<file path="src/rtl/adc_sar_pkg.sv">
// Shared definitions for the SAR ADC controller: state encoding, default width, comparator polarity.
// Latency: n/a (package only).
// Backpressure: n/a (package only).
package adc_sar_pkg;

  // Default conversion resolution; matches the row/col decoder data_in width.
  localparam int DATA_W_DEF = 10;

  // Comparator level that means "input above DAC level, keep the trial bit".
  localparam logic COMP_KEEP = 1'b1;

  typedef enum logic [1:0] {
    S_IDLE   = 2'd0,
    S_SAMPLE = 2'd1,
    S_CONV   = 2'd2,
    S_DONE   = 2'd3
  } sar_state_t;

endpackage

</file>
<file path="src/rtl/adc_sar_bit_register.sv">
// Successive-approximation register: one-hot bit pointer plus resolved bits (sar_reg).
// Latency: state updates on the clock edge; trial/sar outputs show the value being loaded at that edge.
// Backpressure: none; the controller drives clear/step every cycle.
module adc_sar_bit_register
  import adc_sar_pkg::*;
#(
  parameter int DATA_W = DATA_W_DEF
) (
  input  logic              clk,
  input  logic              rst_n,
  input  logic              clear_in,
  input  logic              step_in,
  input  logic              comp_in,
  output logic [DATA_W-1:0] trial_code_out,
  output logic [DATA_W-1:0] sar_code_out,
  output logic              last_bit_out
);

  localparam logic [DATA_W-1:0] MSB_ONEHOT = {1'b1, {(DATA_W-1){1'b0}}};

  logic [DATA_W-1:0] ptr_q, ptr_d;
  logic [DATA_W-1:0] sar_q, sar_d;

  // Next pointer/result: clear arms the MSB trial, step resolves the current bit and moves down.
  always_comb begin
    ptr_d = ptr_q;
    sar_d = sar_q;
    if (clear_in) begin
      ptr_d = MSB_ONEHOT;
      sar_d = '0;
    end else if (step_in) begin
      if (comp_in == COMP_KEEP) begin
        sar_d = sar_q | ptr_q;
      end
      ptr_d = ptr_q >> 1;
    end
  end

  // Pointer and result registers; a partial search is discarded on reset.
  always_ff @(posedge clk or negedge rst_n) begin
    if (!rst_n) begin
      ptr_q <= '0;
      sar_q <= '0;
    end else begin
      ptr_q <= ptr_d;
      sar_q <= sar_d;
    end
  end

  // Outputs are the values being loaded so the controller can register the DAC code without a bubble.
  // After the LSB step the pointer is empty, so the trial code equals the final result.
  assign trial_code_out = sar_d | ptr_d;
  assign sar_code_out   = sar_d;
  assign last_bit_out   = ptr_q[0];

endmodule

</file>
<file path="src/rtl/adc_sar_controller.sv">
// SAR ADC controller: sample -> binary search -> result, with optional oversampling (ADC_SAR_OVERSAMPLE_EN).
// Latency: start accepted at edge T -> valid_out in cycle T+SAMPLE_CYCLES+DATA_W+1 (x2^OSR_LOG2 conversions when oversampling).
// Backpressure: none; start_in is only looked at in IDLE/DONE, with no queueing.
module adc_sar_controller
  import adc_sar_pkg::*;
#(
  parameter int DATA_W        = DATA_W_DEF,
  parameter int SAMPLE_CYCLES = 2,
  parameter int OSR_LOG2      = 2
) (
  input  logic                       clk,
  input  logic                       rst_n,
  input  logic                       start_in,
  input  logic                       comp_in,
  output logic                       sample_out,
  output logic                       comp_en_out,
  output logic [DATA_W-1:0]          dac_code_out,
  output logic                       busy_out,
  output logic                       valid_out,
  output logic [DATA_W+OSR_LOG2-1:0] result_out
);

  localparam int RES_W = DATA_W + OSR_LOG2;
  localparam logic [3:0] SAMP_LAST = 4'(SAMPLE_CYCLES - 1);

  sar_state_t state_q, state_d;
  logic [3:0] samp_cnt_q, samp_cnt_d;

  logic              sar_clear, sar_step, sar_last;
  logic [DATA_W-1:0] trial_code, sar_code;

  // All outputs are flops so the decoder sees at most one code change per cycle.
  logic              sample_q, sample_d;
  logic              comp_en_q, comp_en_d;
  logic              busy_q, busy_d;
  logic              valid_q, valid_d;
  logic [DATA_W-1:0] dac_q, dac_d;
  logic [RES_W-1:0]  result_q, result_d;

`ifdef ADC_SAR_OVERSAMPLE_EN
  localparam logic [OSR_LOG2:0] CONV_ALL  = '1;
  localparam logic [OSR_LOG2:0] CONV_LAST = CONV_ALL >> 1;

  logic                start_acc, conv_end;
  logic [OSR_LOG2:0]   conv_cnt_q, conv_cnt_d;
  logic [RES_W-1:0]    acc_q, acc_d;
`endif

  adc_sar_bit_register #(
    .DATA_W(DATA_W)
  ) u_bit_reg (
    .clk           (clk),
    .rst_n         (rst_n),
    .clear_in      (sar_clear),
    .step_in       (sar_step),
    .comp_in       (comp_in),
    .trial_code_out(trial_code),
    .sar_code_out  (sar_code),
    .last_bit_out  (sar_last)
  );

  // Next-state logic and bit-register control.
  always_comb begin
    state_d    = state_q;
    samp_cnt_d = samp_cnt_q;
    sar_clear  = 1'b0;
    sar_step   = 1'b0;
`ifdef ADC_SAR_OVERSAMPLE_EN
    start_acc  = 1'b0;
    conv_end   = 1'b0;
`endif
    case (state_q)
      S_IDLE: begin
        sar_clear = 1'b1;
        if (start_in) begin
          state_d    = S_SAMPLE;
          samp_cnt_d = '0;
`ifdef ADC_SAR_OVERSAMPLE_EN
          start_acc  = 1'b1;
`endif
        end
      end
      S_SAMPLE: begin
        sar_clear = 1'b1;
        if (samp_cnt_q == SAMP_LAST) begin
          state_d    = S_CONV;
          samp_cnt_d = '0;
        end else begin
          samp_cnt_d = samp_cnt_q + 4'd1;
        end
      end
      S_CONV: begin
        sar_step = 1'b1;
        if (sar_last) begin
`ifdef ADC_SAR_OVERSAMPLE_EN
          conv_end = 1'b1;
          if (conv_cnt_q == CONV_LAST) begin
            state_d = S_DONE;
          end else begin
            state_d    = S_SAMPLE;
            samp_cnt_d = '0;
          end
`else
          state_d = S_DONE;
`endif
        end
      end
      S_DONE: begin
        sar_clear = 1'b1;
        if (start_in) begin
          state_d    = S_SAMPLE;
          samp_cnt_d = '0;
`ifdef ADC_SAR_OVERSAMPLE_EN
          start_acc  = 1'b1;
`endif
        end else begin
          state_d = S_IDLE;
        end
      end
      default: state_d = S_IDLE;
    endcase
  end

`ifdef ADC_SAR_OVERSAMPLE_EN
  // Accumulator and conversion counter: cleared on an accepted start, summed at the end of each search.
  always_comb begin
    acc_d      = acc_q;
    conv_cnt_d = conv_cnt_q;
    if (start_acc) begin
      acc_d      = '0;
      conv_cnt_d = '0;
    end else if (conv_end) begin
      acc_d      = acc_q + RES_W'(sar_code);
      conv_cnt_d = conv_cnt_q + 1'b1;
    end
  end

  // Accumulator registers.
  always_ff @(posedge clk or negedge rst_n) begin
    if (!rst_n) begin
      acc_q      <= '0;
      conv_cnt_q <= '0;
    end else begin
      acc_q      <= acc_d;
      conv_cnt_q <= conv_cnt_d;
    end
  end
`endif

  // Output values decoded from the state being entered, so they are registered alongside it.
  always_comb begin
    sample_d  = (state_d == S_SAMPLE);
    comp_en_d = (state_d == S_CONV);
    busy_d    = (state_d == S_SAMPLE) || (state_d == S_CONV);
    valid_d   = (state_d == S_DONE);
    dac_d     = ((state_d == S_CONV) || (state_d == S_DONE)) ? trial_code : '0;
    result_d  = result_q;
    if (valid_d) begin
`ifdef ADC_SAR_OVERSAMPLE_EN
      result_d = acc_d;
`else
      result_d = RES_W'(sar_code);
`endif
    end
  end

  // State, sample counter and output registers.
  always_ff @(posedge clk or negedge rst_n) begin
    if (!rst_n) begin
      state_q    <= S_IDLE;
      samp_cnt_q <= '0;
      sample_q   <= 1'b0;
      comp_en_q  <= 1'b0;
      busy_q     <= 1'b0;
      valid_q    <= 1'b0;
      dac_q      <= '0;
      result_q   <= '0;
    end else begin
      state_q    <= state_d;
      samp_cnt_q <= samp_cnt_d;
      sample_q   <= sample_d;
      comp_en_q  <= comp_en_d;
      busy_q     <= busy_d;
      valid_q    <= valid_d;
      dac_q      <= dac_d;
      result_q   <= result_d;
    end
  end

  assign sample_out   = sample_q;
  assign comp_en_out  = comp_en_q;
  assign busy_out     = busy_q;
  assign valid_out    = valid_q;
  assign dac_code_out = dac_q;
  assign result_out   = result_q;

endmodule

</file>
<file path="config.mk">
export PLATFORM = sky130hd
export DESIGN_NAME = adc_sar_controller
export DESIGN_NICKNAME = d
export VERILOG_FILES = /design/src/rtl/adc_sar_pkg.sv /design/src/rtl/adc_sar_bit_register.sv /design/src/rtl/adc_sar_controller.sv
export SDC_FILE = /design/constraint.sdc
export NUM_CORES = 1
export LEC_CHECK = 0
export BUFFER_PORTS_ARGS = -buffer_cell sky130_fd_sc_hd__buf_4
export CORE_MARGIN = 4
export CORE_UTILIZATION = 26
export CTS_CLUSTER_DIAMETER = 150
export DETAILED_ROUTE_END_ITERATION = 16
export SYNTH_ARGS = -nofsm -noshare
export SYNTH_HDL_FRONTEND = slang
export SYNTH_SLANG_ARGS = --single-unit
</file>
<file path="constraint.sdc">
create_clock -name clk -period 4 [get_ports clk]
set_input_delay 0.6 -clock clk [delete_from_list [all_inputs] [get_ports clk]]
set_output_delay 0.6 -clock clk [all_outputs]
set_load 0.05 [all_outputs]
</file>
==> flow_metrics.py <==
metrics = {
    "critical_path": {
        "timing.critical_path.mode_cell": "ha_1",
        "setup.worst_path.start_class": "flip-flop",
        "required_ns": 4.20,
        "critical_path_cell_by_cell": "inv_1 -> ha_1 -> inv_2 -> o31a_1 -> nand2_1 -> ha_1 -> mux2_2",
        "setup.worst_path.class": "reg -> reg",
        "cpMaxStageDelayCell": "o31a_1",
        "timing.critical_path.slowest_cell_delay_ns": 0.60,
        "worst_path_arrival_ns": 3.15,
        "end_kind": "flip-flop",
        "cp_top_family": "adder cells",
        "path_max_fanout": 14,
        "crit_buf_inv": 2,
    },
    "synthesis": {
        "syn-mean-instance-area_sq_um": 13.0,
        "synth_simple_gate_area_share_pct": 8.64,
        "compound_cell_area_share_of_the_yosys_netlist_pct": 15.8,
        "synth.mux.area_fraction_pct": 5.47,
        "synthFlopType": "dfrtp_1",
        "synth-seq-cells": 50,
        "synth-edff-count": 0,
        "share_of_the_yosys_chip_area_belonging_to_registers_pct": 60.8,
        "post_synth_fa_ha_maj_area_fraction_pct": 5.47,
        "syn-instance-count": 158,
        "async_flop_share_pct": 100,
        "synthXorXnorAreaFrac_pct": 0,
        "synth_area_sq_um": 2060,
        "yosys_warnings": 0,
        "netlist-cell-type-count": 33,
        "synth_top_family_by_area": "compound AO/OA/AOI/OAI gates",
    },
    "floorplanning": {
        "fp-row-count": 32,
        "start_util_pct": 26.6,
        "pin_count": 30,
        "vertical_die_dimension_microns": 96.9,
        "chipWidth_microns": 96.9,
        "fp.coreArea_sq_um": 7730,
        "die_area_sq_um": 9400,
    },
    "final_layout": {
        "n_antenna_cell": 0,
        "final_util_pct": 31.8,
        "post_route_cells_drive_above_1_share_pct": 30.6,
        "stdcell_area_sq_um": 2450,
        "nNetsFinal": 199,
        "layout-area-overhead-vs-synth_pct": 19.3,
    },
    "sta": {
        "finalHoldViolCount": 0,
        "relSlewSlack_pct": 45.8,
        "rsz_0062_raised_after_global_routing": "no",
        "worst-slew-pin-transition_ns": 0.813,
        "setup_total_negative_slack_ns": 0,
        "finalMaxSlewViolations": 0,
        "timing.clock.skew_ns": 0.00432,
        "setup_viol": 0,
        "period_minus_slack_ns": 2.95,
        "final.period_utilization_pct": 73.7,
        "maximum_clock_frequency_ghz": 0.339,
    },
    "routing": {
        "drt_wl_total_microns": 3950,
        "detail_route.wl_per_cell_microns": 13.7,
        "drc": 0,
        "via_count": 1245,
        "post_route_antenna_net_violation_count": 0,
        "drtIter0Drc": 62,
        "routed_via_density": 4.32,
        "first_pass_iters": 4,
    },
    "global_routing": {
        "global_route.overflow_total": 0,
        "grt_use_total_pct": 9.03,
        "grt_antenna_before_repair": 0,
        "first_global_vias": 1369,
        "largest_net_degree_at_the_start_of_global_routing": 51,
        "grt_first_pass_wirelength_microns": 6840,
    },
    "placement": {
        "placement.cell_area_sq_um": 2350,
        "port_buffers": 27,
        "half_perimeter_wire_length_of_the_detailed_placement_result_microns": 2570,
        "gp_congestion": 0.792,
    },
    "clock_tree": {
        "clock_tree.buffer_depth": 2,
        "cts_made_buffers": 5,
        "post_cts_resize_count": 0,
        "clock_tree.htree_level_count": 2,
        "clkSlewWorstSetupHoldPaths_ns": 0.09,
        "ctsHoldBuffers": 0,
        "post_cts_buffers": 0,
        "clock-sinks": 50,
        "clock_latency_ns": 0.30,
        "tritoncts": "done",
        "ctsRootBufferMaster": "clkbuf_8",
    },
    "hold_path": {
        "min_path_type": "in -> async",
    },
    "power": {
        "power.static_leakage_uw": 0.00116,
        "pwr_density_cell_nw_per_um2": 555,
        "worst_ir_drop_vdd_mv": 0.224,
        "fin_total_pwr_uw": 1360,
    },
    "run_status": {
        "run_status": "finished, final reports clean",
    },
    "job": {
        "maxCapViolCount": 0,
    },
}
[synth_stat cells (2+ instances only)]
master | count | share of area, %
buf_2 | 2 | 0.49
mux2_2 | 10 | 5.5
inv_1 | 5 | 0.91
nand4_1 | 2 | 0.61
and2_1 | 10 | 3.0
clkbuf_1 | 2 | 0.37
a2bb2oi_2 | 8 | 5.8
nor2b_1 | 2 | 0.61
o21ai_0 | 7 | 1.7
buf_4 | 3 | 1.1
ha_1 | 9 | 5.5
nand2b_1 | 3 | 0.91
dfrtp_1 | 50 | 61
a21oi_1 | 13 | 3.2
nor2_1 | 12 | 2.2
nand2_1 | 3 | 0.55
[final cells by class]
class | count | area [sq um]
multi-input cells | 95 | 736
repair buffers | 28 | 210
flip-flops and latches | 50 | 1250
clock inverters | 2 | 38.8
clock buffers | 5 | 68.8
fillers | 786 | 5270
well taps | 102 | 128
inverters | 6 | 22.5
[registers in the layout, indices dropped and copies added, names as in the netlist, 2 cells and up]
register         count
dac_code_out        10
u_bit_reg.sar_q     10
samp_cnt_q           4
u_bit_reg.ptr_q     10
result_out          10
state_q              2
[placed cells by master, fill, tap and decap left out, types with 2 or more instances in the layout]
master and count:
dfrtp_1 50, buf_4 28, a21oi_1 13, nor2_1 12, and2_1 10, mux2_2 10, ha_1 9, a2bb2oi_2 8
o21ai_0 7, inv_1 5, clkbuf_8 5, nand2b_1 3, nand2_1 3, nor2b_1 2, nand4_1 2, conb_1 2
[power breakdown]
group / switching (uW) / internal, uW / total (uW)
clock: 169 / 184 / 353
combinational: 286 / 141 / 427
sequential: 31.2 / 550 / 582
total: 486 / 876 / 1360
[per-layer routing]
metal / wire, microns / share of wire [%] / global-route usage, %
met4: 48 / 1.2 / 3.13
met3: 202 / 5.1 / 3.17
met2: 1720 / 44 / 12.7
met1: 1970 / 50 / 12.8
met5: 0 / 0 / 0
[path summary, 6_finish.rpt]
kind / start / endpoint / slack [ns] / depth (start not counted)
setup reg to reg: state_q[0] / result_out[1] / 1.05 / 7
max in group asynchronous: rst_n / state_q[1] / 3.29 / 1
hold / removal: rst_n / busy_out / 0.30 / 1
setup / recovery: state_q[0] / result_out[1] / 1.05 / 7
hold reg to reg: result_out[6] / result_out[6] / 0.52 / 1
min in group clk: result_out[6] / result_out[6] / 0.52 / 1
[cell families (layout without fill, tap and decap cells)]
kind of cell / Yosys count / in the layout
compound gates: 40 / 40
fa+ha+maj: 9 / 9
buf+inv: 14 / 41
flops: 50 / 50
mux: 10 / 10
other cells: 1 / 2
simple gates: 34 / 34
[stage by stage]
step	std cells	worst slack (ns)	hold slack [ns]
global route	288	0.846	0.356
global placement	281	1.13	0.501
finish	288	1.05	0.302
CTS	288	1.04	0.327
detailed placement	281	1.05	0.502
floorplan	159	1.74	0.304
Power figures use the tool's default switching activity.
